File: src/rtl/eth_reset_seq_pkg.sv
// Shared state encoding and default cycle counts for the ethernet PHY/MAC
// reset sequencer.
package eth_reset_seq_pkg;

  typedef enum logic [1:0] {
    ePhyRst    = 2'd0,
    ePhySettle = 2'd1,
    eMacRst    = 2'd2,
    eRun       = 2'd3
  } eth_reset_seq_state_e;

  localparam int unsigned phy_rst_cycles_dp    = 1000;
  localparam int unsigned phy_settle_cycles_dp = 5000;
  localparam int unsigned mac_rst_cycles_dp    = 16;

  function automatic int unsigned max3(input int unsigned a,
                                       input int unsigned b,
                                       input int unsigned c);
    int unsigned m;
    m = (a > b) ? a : b;
    return (m > c) ? m : c;
  endfunction

endpackage

File: src/rtl/eth_reset_seq_timer.sv
// Clearable up-counter with an equality compare against the current stage's
// terminal count.
module eth_reset_seq_timer #(
  parameter int unsigned cnt_width_p = 4
) (
  input  logic                   clk_i,
  input  logic                   reset_i,
  input  logic                   clear_i,
  input  logic                   en_i,
  input  logic [cnt_width_p-1:0] term_i,
  output logic                   tc_o
);

  logic [cnt_width_p-1:0] r_count;

  always_ff @(posedge clk_i) begin
    if (reset_i || clear_i) begin
      r_count <= '0;
    end else if (en_i) begin
      r_count <= r_count + 1'b1;
    end
  end

  assign tc_o = (r_count == term_i);

endmodule

File: src/rtl/eth_reset_sequencer.sv
// Ordered PHY/MAC reset sequencer: PHY hold, PHY settle, MAC hold, run.
// Software may re-run the full or MAC-only sequence from RUN.
module eth_reset_sequencer
  import eth_reset_seq_pkg::*;
#(
  parameter int unsigned phy_rst_cycles_p    = phy_rst_cycles_dp,
  parameter int unsigned phy_settle_cycles_p = phy_settle_cycles_dp,
  parameter int unsigned mac_rst_cycles_p    = mac_rst_cycles_dp
) (
  input  logic                 clk_i,
  input  logic                 reset_i,
  input  logic                 sw_reset_v_i,
  input  logic                 sw_reset_phy_i,
  output logic                 sw_reset_ready_o,
  output logic                 phy_reset_n_o,
  output logic                 mac_reset_o,
  output logic                 done_o,
  output eth_reset_seq_state_e dbg_state_o
);

  localparam int unsigned cnt_width_lp =
    $clog2(max3(phy_rst_cycles_p, phy_settle_cycles_p, mac_rst_cycles_p) + 1);

  if (phy_rst_cycles_p < 1 || phy_settle_cycles_p < 1 || mac_rst_cycles_p < 1) begin : g_bad_params
    $error("eth_reset_sequencer: every cycle parameter must be >= 1");
  end

  // Handshake: a software request is accepted on a clock edge where
  // sw_reset_v_i and sw_reset_ready_o are both high; ready is high only in RUN,
  // so requests made in any other state are simply not seen.

  eth_reset_seq_state_e    r_state;
  eth_reset_seq_state_e    w_state_n;
  logic                    r_phy_reset_n;
  logic                    r_mac_reset;
  logic                    r_ready;
  logic                    r_done;
  logic                    w_clear;
  logic                    w_en;
  logic                    w_tc;
  logic [cnt_width_lp-1:0] w_term;

  always_comb begin
    w_term = '0;
    case (r_state)
      ePhyRst:    w_term = cnt_width_lp'(phy_rst_cycles_p - 1);
      ePhySettle: w_term = cnt_width_lp'(phy_settle_cycles_p - 1);
      eMacRst:    w_term = cnt_width_lp'(mac_rst_cycles_p - 1);
      default:    w_term = '0;
    endcase
  end

  // The counter idles at zero in RUN; every stage change clears it.
  assign w_en = (r_state != eRun);

  eth_reset_seq_timer #(
    .cnt_width_p (cnt_width_lp)
  ) u_timer (
    .clk_i   (clk_i),
    .reset_i (reset_i),
    .clear_i (w_clear),
    .en_i    (w_en),
    .term_i  (w_term),
    .tc_o    (w_tc)
  );

  always_comb begin
    w_state_n = r_state;
    w_clear   = 1'b0;
    case (r_state)
      ePhyRst: begin
        if (w_tc) begin
          w_state_n = ePhySettle;
          w_clear   = 1'b1;
        end
      end
      ePhySettle: begin
        if (w_tc) begin
          w_state_n = eMacRst;
          w_clear   = 1'b1;
        end
      end
      eMacRst: begin
        if (w_tc) begin
          w_state_n = eRun;
          w_clear   = 1'b1;
        end
      end
      eRun: begin
        if (sw_reset_v_i && r_ready) begin
          w_state_n = sw_reset_phy_i ? ePhyRst : eMacRst;
          w_clear   = 1'b1;
        end
      end
      default: begin
        w_state_n = ePhyRst;
        w_clear   = 1'b1;
      end
    endcase
  end

  // Outputs are registered from the next state so they line up with it.
  always_ff @(posedge clk_i) begin
    if (reset_i) begin
      r_state       <= ePhyRst;
      r_phy_reset_n <= 1'b0;
      r_mac_reset   <= 1'b1;
      r_ready       <= 1'b0;
      r_done        <= 1'b0;
    end else begin
      r_state       <= w_state_n;
      r_phy_reset_n <= (w_state_n != ePhyRst);
      r_mac_reset   <= (w_state_n != eRun);
      r_ready       <= (w_state_n == eRun);
      r_done        <= (w_state_n == eRun) && (r_state != eRun);
    end
  end

  assign sw_reset_ready_o = r_ready;
  assign phy_reset_n_o    = r_phy_reset_n;
  assign mac_reset_o      = r_mac_reset;
  assign done_o           = r_done;
  assign dbg_state_o      = r_state;

endmodule

File: config.mk
export PLATFORM = sky130hd
export DESIGN_NAME = eth_reset_sequencer
export DESIGN_NICKNAME = d
export VERILOG_FILES = /design/src/rtl/eth_reset_seq_pkg.sv /design/src/rtl/eth_reset_seq_timer.sv /design/src/rtl/eth_reset_sequencer.sv
export SDC_FILE = /design/constraint.sdc
export NUM_CORES = 1
export LEC_CHECK = 0
export BUFFER_PORTS_ARGS = -buffer_cell sky130_fd_sc_hd__buf_2
export CORE_ASPECT_RATIO = 0.75
export CORE_MARGIN = 2
export CORE_UTILIZATION = 40
export CTS_CLUSTER_DIAMETER = 60
export CTS_CLUSTER_SIZE = 24
export DETAILED_ROUTE_END_ITERATION = 7
export GPL_ROUTABILITY_DRIVEN = 0
export PLACE_DENSITY = 0.57
export SLEW_MARGIN = 20
export SYNTH_ARGS = -nofsm -noshare
export SYNTH_HDL_FRONTEND = slang
export SYNTH_SLANG_ARGS = --single-unit
File: constraint.sdc
create_clock -name clk_i -period 2.74 [get_ports clk_i]
set_clock_uncertainty 0.2 [all_clocks]
set_input_delay 0 -clock clk_i [delete_from_list [all_inputs] [get_ports clk_i]]
set_output_delay 0 -clock clk_i [all_outputs]
set_load 0.05 [all_outputs]
==> reports/qor.yml, run 1 <==
dp_hpwl_mm: 1.31
seq_area_frac_synth: 0.396
wl_per_cell_um: 11.7
fin_nets: 124
ys_types: 31
crit_arrival_ns: 2.51
row_count: 15
antenna_found_initial: 0
p_int_uw: 350
path_class: "reg2reg"
drcViolationCount: 0
fmax_mhz: 406
die_x_um: 60.6
power_frac_seq: 0.632
portBuffers: 9
timing.final.crit_share: 0.899
synth_area_um2: 961
synth_ff_type: "dfxtp_1"
crit_required_ns: 2.79
h-tree-depth: 1
power_leakage_nw: 0.444
grt_pass1_wl_mm: 2.95
cts_tree: "done"
dr.pass1.iters: 4
synth_cells: 103
path_clk_slew_ns: 0.10
combPwrFrac: 0.055
start_util: 0.420
grt_pass1_vias: 658
drt-initial-drc-count: 22
cts-root-buf: "clkbuf_4"
cp_slowest_stage_delay_ns: 0.62
grt_overflow: 0
holdCritPathClass: "in2reg"
cp-startpoint: "dbg_state_o[1]"
crit_family: "flip-flops"
p_sw_uw: 103
final_antenna_net_count: 0
post-cts-setup-buffers: 0
clockPowerShare: 0.313
cts_buffers: 3
io_pins: 10
path_cells: "o21bai_1, o32a_1, or3_4, o21a_1, nor2_1, dlygate4sd3_1"
whs_ns: 0.259
clock_path_buffers: 2
ys_warn_count: 0
area_growth_pct: 14.1
crit_slowest_cell: "dfxtp_1"
grt_setup_unrepaired: "false"
core_um2: 2290
diodes: 0
synth_top_area_cell: "dfxtp_1"
p_sw_frac: 0.227
fin_setup_tns_ns: 0
max-cap-violations: 0
power_uw: 453
setup_viol: 0
status: "completed"
worstReg2RegStart: "dbg_state_o[1]"
vias_per_cell: 4.95
ys_async_sr_fraction: 0
dieArea_um2: 2810
crit_path_start_kind: "flop"
slew_headroom: 0.673
synth_area_leaders: "dfxtp_1, xor2_1, nor2_1"
synth_nets: 108
grtUsageMet2: 0.196
grtUsageTotal: 0.144
wl_mm: 1.78
crit_buf_inv: 1
vias: 753
crit_fanout: 12
hp-start: "reset_i"
postCtsHoldBufs: 4
finalCriticalPeriod_ns: 2.46
drive_gt1_frac: 0.178
dieHeight_um: 46.4
most-common-layout-cells: "nor2_1, dfxtp_1, nand2_1, xor2_1, buf_2"
peakVddDrop_uv: 190
synth_enable_flop_cells: 0
grt_use_met1: 0.211
power_density_nw_per_um2: 413
busiest_layer: "met1"
max_slew.worst_pin.slew_ns: 0.489
synth.ff_latch_count: 19
hold_violations: 0
grtUsageMet3: 0.0506
worstSkewPairLatency_ns: 0.30
stdcell_area_um2: 1100
syn_avg_cell_area_um2: 9.33
yosysTopAreaCellShare: 0.396
ctsResizeCount: 0
end_kind: "flop"
grt_start_max_net_pins: 14
place_area_um2: 1030
finalMaxSlewViolations: 0
cts_num_sinks: 19
==> power by group through the flow <==
stage | sequential (mW) | clock (mW) | combinational (mW)
after global routing | 0.287 | 0.158 | 0.0281
final | 0.286 | 0.141 | 0.0251
after detailed placement | 0.292 | 0 | 0.0221
after global placement | 0.292 | 0 | 0.0213
after CTS | 0.286 | 0.146 | 0.0256
after floorplan | 0.291 | 0 | 0.0158
==> synthesized netlist by cell type, types with 2 or more instances <==
library cell and number:
dfxtp_1 19, nor2_1 19, nand2_1 12, xor2_1 11, nand4_1 6, and3_1 4
xnor2_1 4, nor3_1 3, a31oi_1 2, buf_4 2
==> final timing paths <==
check,to,slack (ns),cells after the start
worst max register to register,dbg_state_o[1],0.28,6
worst min-delay path,phy_reset_n_o,0.26,3
worst max-delay path,dbg_state_o[1],0.28,6
worst min register to register,u_timer.r_count[1],0.33,2
==> through the flow <==
stage / std cells / setup slack (ns) / util
floorplan: 103 / 0.255 / -
global placement: 144 / 0.437 / 0.450
detailed placement: 144 / 0.402 / 0.450
CTS: 152 / 0.271 / 0.479
global route: 152 / 0.159 / 0.479
finish: 152 / 0.276 / 0.479
==> tightest hold or removal path, delay by kind of cell <==
family,cells,cell delay (ns)
compound gates,1,0.06
buf+inv,2,0.65
==> metal layers <==
layer	share of wire	routed length, µm	vias up
met2	0.39	700	9
met5	0	0	-
li1	-	-	397
met1	0.56	993	343
met4	0.010	18	0
met3	0.037	65	4
==> flip-flops by register name (all words and copies together), names as in the netlist <==
register / count
dbg_state_o: 2
phy_reset_n_o: 1
mac_reset_o: 1
u_timer.r_count: 13
sw_reset_ready_o: 1
done_o: 1
==> kinds of logic after synthesis <==
kind of cell,after synthesis,share of synthesized area
AOI/OAI and AO/OA,11,0.130
buffers and inverters,3,0.0273
and+or+nand+nor,54,0.297
xor gates and xnor gates,15,0.137
DFF,19,0.396
adders and majority gates,1,0.0130
==> layout make-up <==
class | instances | area (µm²)
timing repair buffer | 14 | 92.6
clock buffer | 4 | 26.3
multi-input combinational | 81 | 554
tap | 34 | 42.5
sequential | 19 | 380
fill | 238 | 1190
Note: power is estimated with default switching activity, not from simulation.
==> run 2, diff against run 1 <==
==> constraint.sdc (replaced) <==
create_clock -name clk_i -period 2.9 [get_ports clk_i]
set_clock_uncertainty 0.2 [all_clocks]
set_input_delay 0 -clock clk_i [delete_from_list [all_inputs] [get_ports clk_i]]
set_output_delay 0 -clock clk_i [all_outputs]
set_load 0.05 [all_outputs]
==> reports/qor.yml, run 2 (same netlist as run 1, synthesis figures left out) <==
p_sw_frac: 0.228  # was 0.227
met1_length_um: 991  # was 993 µm
whs_endpoint: "phy_reset_n_o"  # unchanged
regMostFlops: "u_timer.r_count"  # unchanged
largest_reg_flops: 13  # unchanged
most-common-layout-cells: "nor2_1, dfxtp_1, nand2_1, xor2_1, buf_2"  # unchanged
core_um2: 2290  # unchanged
dp_cells: 143  # was 144
finalMaxSlewViolations: 0  # unchanged
whs_path_depth: 3  # unchanged
fin_setup_tns_ns: 0  # unchanged
power_leakage_nw: 0.439  # was 0.444 nW
regArea_um2: 380  # unchanged
crit_buf_inv: 1  # unchanged
dp_hpwl_mm: 1.32  # was 1.31 mm
met3_length_um: 67  # was 65 µm
dieHeight_um: 46.4  # unchanged
worstSkewPairLatency_ns: 0.30  # about the same
path_cells: "xor2_1, a31oi_1, or3_4, o21a_1, nor2_1, dlygate4sd3_1"  # was o21bai_1, o32a_1, or3_4, o21a_1, nor2_1, dlygate4sd3_1
crit_family: "flip-flops"  # unchanged
peakVddDrop_uv: 201  # was 190 µV
drive_gt1_frac: 0.171  # was 0.178
cp_slowest_stage_delay_ns: 0.60  # was 0.62 ns
grt_pass1_wl_mm: 3.07  # was 2.95 mm
combPwrFrac: 0.052  # was 0.055
multi_input_area_um2: 554  # unchanged
fmax_mhz: 403  # was 406 MHz
crit_slowest_cell: "dfxtp_1"  # unchanged
highest-signal-layer: "met4"  # unchanged
setup_viol: 0  # unchanged
crit_fanout: 11  # was 12
rr_endpoint: "dbg_state_o[1]"  # unchanged
grt_overflow: 0  # unchanged
die_x_um: 60.6  # unchanged
fill_cells: 224  # was 238
finalNonFillerCells: 151  # was 152
grtUsageTotal: 0.157  # was 0.144
clockPowerShare: 0.315  # was 0.313
cts_buffers: 3  # unchanged
hp-start: "reset_i"  # unchanged
crit_arrival_ns: 2.53  # was 2.51 ns
power_uw: 427  # was 453 µW
dieArea_um2: 2810  # unchanged
cts_tree: "done"  # unchanged
row_count: 15  # unchanged
wl_mm: 1.89  # was 1.78 mm
clock_path_buffers: 2  # unchanged
drcViolationCount: 0  # unchanged
area_growth_pct: 13.3  # was 14.1%
grt_start_max_net_pins: 14  # unchanged
start_util: 0.420  # unchanged
finalCriticalPeriod_ns: 2.48  # was 2.46 ns
vias_per_cell: 4.91  # was 4.95
p_sw_uw: 97.5  # was 103 µW
max_slew.worst_pin.slew_ns: 0.565  # was 0.489 ns
holdCritPathClass: "in2reg"  # unchanged
whs_ns: 0.287  # was 0.259 ns
crit_path_start_kind: "flop"  # unchanged
cts_num_sinks: 19  # unchanged
final_antenna_net_count: 0  # unchanged
wl_per_cell_um: 12.5  # was 11.7 µm
reg2reg_depth: 6  # unchanged
max-cap-violations: 0  # unchanged
wl_met2_um: 822  # was 700 µm
power_density_nw_per_um2: 392  # was 413 nW/µm²
hold_violations: 0  # unchanged
slew_headroom: 0.623  # was 0.673
crit_required_ns: 2.95  # was 2.79 ns
path_class: "reg2reg"  # unchanged
grt_setup_unrepaired: "false"  # unchanged
antenna_found_initial: 0  # unchanged
end_kind: "flop"  # unchanged
path_clk_slew_ns: 0.11  # was 0.10 ns
power_frac_seq: 0.633  # was 0.632
h-tree-depth: 1  # unchanged
fin_nets: 123  # was 124
dr.pass1.iters: 4  # unchanged
cts-root-buf: "clkbuf_4"  # unchanged
p_int_uw: 329  # was 350 µW
grt_pass1_vias: 641  # was 658
drt-initial-drc-count: 21  # was 22
io_pins: 10  # unchanged
worstReg2RegStart: "dbg_state_o[0]"  # was dbg_state_o[1]
status: "completed"  # unchanged
timing.final.crit_share: 0.855  # was 0.899
vias: 742  # was 753
r2r_slack_ns: 0.42  # was 0.28 ns
diodes: 0  # unchanged
portBuffers: 9  # unchanged
## run 2: power by group through the flow
stage	Combinational, mW	Clock [mW]	Sequential [mW]
3_3_place_gp	0.0191	0	0.276
6_report	0.0224	0.134	0.270
5_1_grt	0.0254	0.148	0.271
4_1_cts	0.0229	0.138	0.270
3_5_place_dp	0.0197	0	0.276
2_1_floorplan	0.0150	0	0.275
## run 2: worst max-delay path by stage
stage / from / endpoint / depth (start not counted)
after floorplan: dbg_state_o[0] / mac_reset_o / 6
after global placement: dbg_state_o[1] / u_timer.r_count[2] / 5
after detailed placement: dbg_state_o[1] / u_timer.r_count[10] / 5
after CTS: dbg_state_o[1] / u_timer.r_count[9] / 5
after global routing: dbg_state_o[1] / u_timer.r_count[7] / 5
final: dbg_state_o[0] / dbg_state_o[1] / 6
## run 2: area by class of cell
| class | count | share of cell area |
|---|---|---|
| multi-input combinational | 81 | 0.509 |
| sequential | 19 | 0.349 |
| timing repair buffer | 13 | 0.0782 |
| tap | 34 | 0.0391 |
| clock buffer | 4 | 0.0241 |
## run 2: timing repair
item                       CTS  global route
hold endpoints to repair    19             0
resized for setup            0             0
setup buffers                0             0
hold buffers                 4             0
setup endpoints to repair    0             0
## run 2: tightest hold or removal path, stage by stage
cell,delay [ns]
dlygate4sd3_1,0.52
buf_2,0.14
o22ai_1,0.08
## run 2: routing by layer
layer / track usage / vias up
li1: - / 386
met1: 0.207 / 342
met2: 0.228 / 12
met3: 0.0674 / 2
met4: 0.0522 / 0
met5: 0 / -
## run 2: metrics by stage
stage,area [µm²],utilization,worst slack (ns)
floorplan,961,-,0.415
global placement,1020,0.446,0.523
detailed placement,1020,0.446,0.416
CTS,1090,0.475,0.400
global route,1090,0.475,0.278
finish,1090,0.475,0.420
==> run 3, diff against run 2 <==
--- a/config.mk
+++ b/config.mk
@@ -9,7 +9,7 @@
 export CORE_ASPECT_RATIO = 0.75
 export CORE_MARGIN = 2
 export CORE_UTILIZATION = 40
-export CTS_CLUSTER_DIAMETER = 60
+export CTS_CLUSTER_DIAMETER = 100
 export CTS_CLUSTER_SIZE = 24
 export DETAILED_ROUTE_END_ITERATION = 7
 export GPL_ROUTABILITY_DRIVEN = 0
@@ -17,4 +17,5 @@
 export SLEW_MARGIN = 20
 export SYNTH_ARGS = -nofsm -noshare
 export SYNTH_HDL_FRONTEND = slang
+export SYNTH_HIERARCHICAL = 1
 export SYNTH_SLANG_ARGS = --single-unit
==> reports/qor.yml, run 3 <==
drive_gt1_frac: 0.254  # was 0.171
grtUsageMet3: 0.0486  # was 0.0674
drcViolationCount: 0  # unchanged
ys_warn_count: 6  # was 0
io_pins: 10  # unchanged
synth_area_um2: 1010  # was 961 µm²
diodes: 0  # unchanged
antenna_found_initial: 0  # unchanged
synth_ff_type: "dfxtp_1"  # unchanged
grt_start_max_net_pins: 14  # unchanged
grt_use_met1: 0.247  # was 0.207
cts-root-buf: "clkbuf_4"  # unchanged
vias_per_cell: 4.94  # was 4.91
seq_area_frac_synth: 0.378  # was 0.396
synth_area_leaders: "dfxtp_1, xnor2_1, xor2_1"  # was dfxtp_1, xor2_1, nor2_1
row_count: 15  # unchanged
synth_top_area_cell: "dfxtp_1"  # unchanged
path_clk_slew_ns: 0.12  # was 0.11 ns
synth_enable_flop_cells: 0  # unchanged
holdCritPathClass: "in2reg"  # unchanged
grt_pass1_vias: 681  # was 641
synth_commonest_cells: "dfxtp_1, nor2_1, xnor2_1, xor2_1"  # was dfxtp_1, nor2_1, nand2_1, xor2_1, nand4_1
busiest_layer: "met1"  # was met2
ys_async_sr_fraction: 0  # unchanged
crit_path_start_kind: "flop"  # unchanged
die_x_um: 61.9  # was 60.6 µm
fmax_mhz: 362  # was 403 MHz
wl_mm: 2.08  # was 1.89 mm
cts_buffers: 3  # unchanged
grtUsageMet2: 0.215  # was 0.228
crit_buf_inv: 3  # was 1
regMostFlops: "u_timer/r_count"  # was u_timer.r_count
multi_input_area_um2: 607  # was 554 µm²
syn_avg_cell_area_um2: 9.50  # was 9.33 µm²
most-common-layout-cells: "dfxtp_1, nor2_1, xnor2_1, buf_2, xor2_1"  # was nor2_1, dfxtp_1, nand2_1, xor2_1, buf_2
grtUsageTotal: 0.162  # was 0.157
power_density_nw_per_um2: 362  # was 392 nW/µm²
crit_family: "buffers and inverters"  # was flip-flops
area_growth_pct: 20.0  # was 13.3%
core_um2: 2350  # was 2290 µm²
yosysTopAreaCellShare: 0.378  # was 0.396
synth.ff_latch_count: 19  # unchanged
h-tree-depth: 1  # unchanged
ys_types: 31  # unchanged
power_uw: 437  # was 427 µW
peakVddDrop_uv: 201  # about the same
cts_num_sinks: 19  # unchanged
dr.pass1.iters: 4  # unchanged
crit_arrival_ns: 2.82  # was 2.53 ns
start_util: 0.429  # was 0.420
portBuffers: 9  # unchanged
cts_tree: "done"  # unchanged
grt_pass1_wl_mm: 3.33  # was 3.07 mm
finalMaxSlewViolations: 0  # unchanged
dieHeight_um: 47.5  # was 46.4 µm
max-cap-violations: 0  # unchanged
synth_cells: 106  # was 103
crit_slowest_cell: "dlygate4sd3_1"  # was dfxtp_1
end_kind: "flop"  # unchanged
clock_path_buffers: 2  # unchanged
finalCriticalPeriod_ns: 2.76  # was 2.48 ns
final_common_cell: "dfxtp_1"
wl_per_cell_um: 13.0  # was 12.5 µm
fin_nets: 132  # was 123
power_leakage_nw: 0.409  # was 0.439 nW
cp_slowest_stage_delay_ns: 0.58  # was 0.60 ns
grt_overflow: 0  # unchanged
hold_violations: 0  # unchanged
regArea_um2: 388  # was 380 µm²
timing.final.crit_share: 0.952  # was 0.855
drt-initial-drc-count: 34  # was 21
fin_setup_tns_ns: 0  # unchanged
largest_reg_flops: 13  # unchanged
path_class: "reg2reg"  # unchanged
crit_top_cell: "nor4_2"
dp_hpwl_mm: 1.50  # was 1.32 mm
yosysMostFrequentCell: "dfxtp_1"
fill_cells: 217  # was 224
status: "completed"  # unchanged
worstSkewPairLatency_ns: 0.30  # about the same
crit_fanout: 7  # was 11
dieArea_um2: 2940  # was 2810 µm²
setup_viol: 0  # unchanged
crit_required_ns: 2.96  # was 2.95 ns
final_antenna_net_count: 0  # unchanged
path_cells: "clkinvlp_4, xor2_1, nor4_2, nand4_1, nor4_2, buf_4, nor2_1, a221oi_2, dlygate4sd3_1"  # was xor2_1, a31oi_1, or3_4, o21a_1, nor2_1, dlygate4sd3_1
vias: 790  # was 742
-- run 3: cell count changes in the layout (fill, tap and decap cells not counted), moves of 3 or more --
cell | before | now
buf_4 | 0 | 4
conb_1 | 0 | 3
and3_1 | 4 | 0
nand2_1 | 12 | 6
nor2_1 | 19 | 14
nor4_2 | 0 | 5
inv_1 | 0 | 3
xnor2_1 | 4 | 14
-- run 3: final cells by class --
type,instances,area share
well taps,34,0.0352
inverters,4,0.0155
clock inverters,1,0.00414
multi-input cells,81,0.502
clock buffers,3,0.0186
flip-flops and latches,19,0.321
repair buffers,18,0.104
-- run 3: cells by family (layout without fill, tap and decap cells) --
| family | Yosys count | in the layout | synth area share |
|---|---|---|---|
| and+or+nand+nor | 42 | 42 | 0.255 |
| muxes | 1 | 1 | 0.00994 |
| xor gates and xnor gates | 23 | 23 | 0.200 |
| other | 1 | 3 | 0.00372 |
| DFF | 19 | 19 | 0.378 |
| buffers and inverters | 8 | 26 | 0.0397 |
| AOI/OAI and AO/OA | 11 | 11 | 0.102 |
| adders and majority gates | 1 | 1 | 0.0124 |
-- run 3: where the power goes --
| group | switching, mW | internal (mW) |
|---|---|---|
| Combinational | 0.0149 | 0.0123 |
| Sequential | 0.00646 | 0.263 |
| Clock | 0.0893 | 0.0515 |
-- run 3: repair_timing --
| item | CTS | global route |
|---|---|---|
| hold endpoints to repair | 6 | 0 |
| hold buffers | 5 | 0 |
| buffers inserted | 0 | 2 |
| endpoints found under the setup margin | 0 | 2 |
| resized for setup | 0 | 4 |
-- run 3: metal layers --
layer / wire (µm) / up-vias
li1: - / 404
met1: 1070 / 374
met2: 917 / 10
met3: 72 / 2
met4: 15 / 0
met5: 0 / -
-- run 3: metrics by stage --
| step | setup WS, ns | hold slack [ns] | utilization | std cells | cell area (µm²) |
|---|---|---|---|---|---|
| floorplan | 0.114 | -0.143 | - | 108 | 1020 |
| global placement | 0.584 | 0.0177 | 0.469 | 149 | 1100 |
| detailed placement | 0.437 | 0.0140 | 0.469 | 149 | 1100 |
| CTS | 0.0417 | 0.248 | 0.502 | 158 | 1180 |
| global route | -0.00220 | 0.281 | 0.515 | 160 | 1210 |
| finish | 0.138 | 0.258 | 0.515 | 160 | 1210 |
-- run 3: worst paths after layout --
kind	start	endpoint	slack, ns	cells past startpoint
min	reset_i	dbg_state_o[0]	0.26	3
min reg2reg	sw_reset_ready_o	sw_reset_ready_o	0.32	1
max reg2reg	dbg_state_o[1]	phy_reset_n_o	0.14	9
max	dbg_state_o[1]	phy_reset_n_o	0.14	9
-- run 3: worst register-to-register path, cell delays in order, from the launching register on --
cell	delay (ns)
dfxtp_4	0.41
clkinvlp_4	0.12
xor2_1	0.17
nor4_2	0.31
nand4_1	0.14
nor4_2	0.27
buf_4	0.18
nor2_1	0.11
a221oi_2	0.23
dlygate4sd3_1	0.58
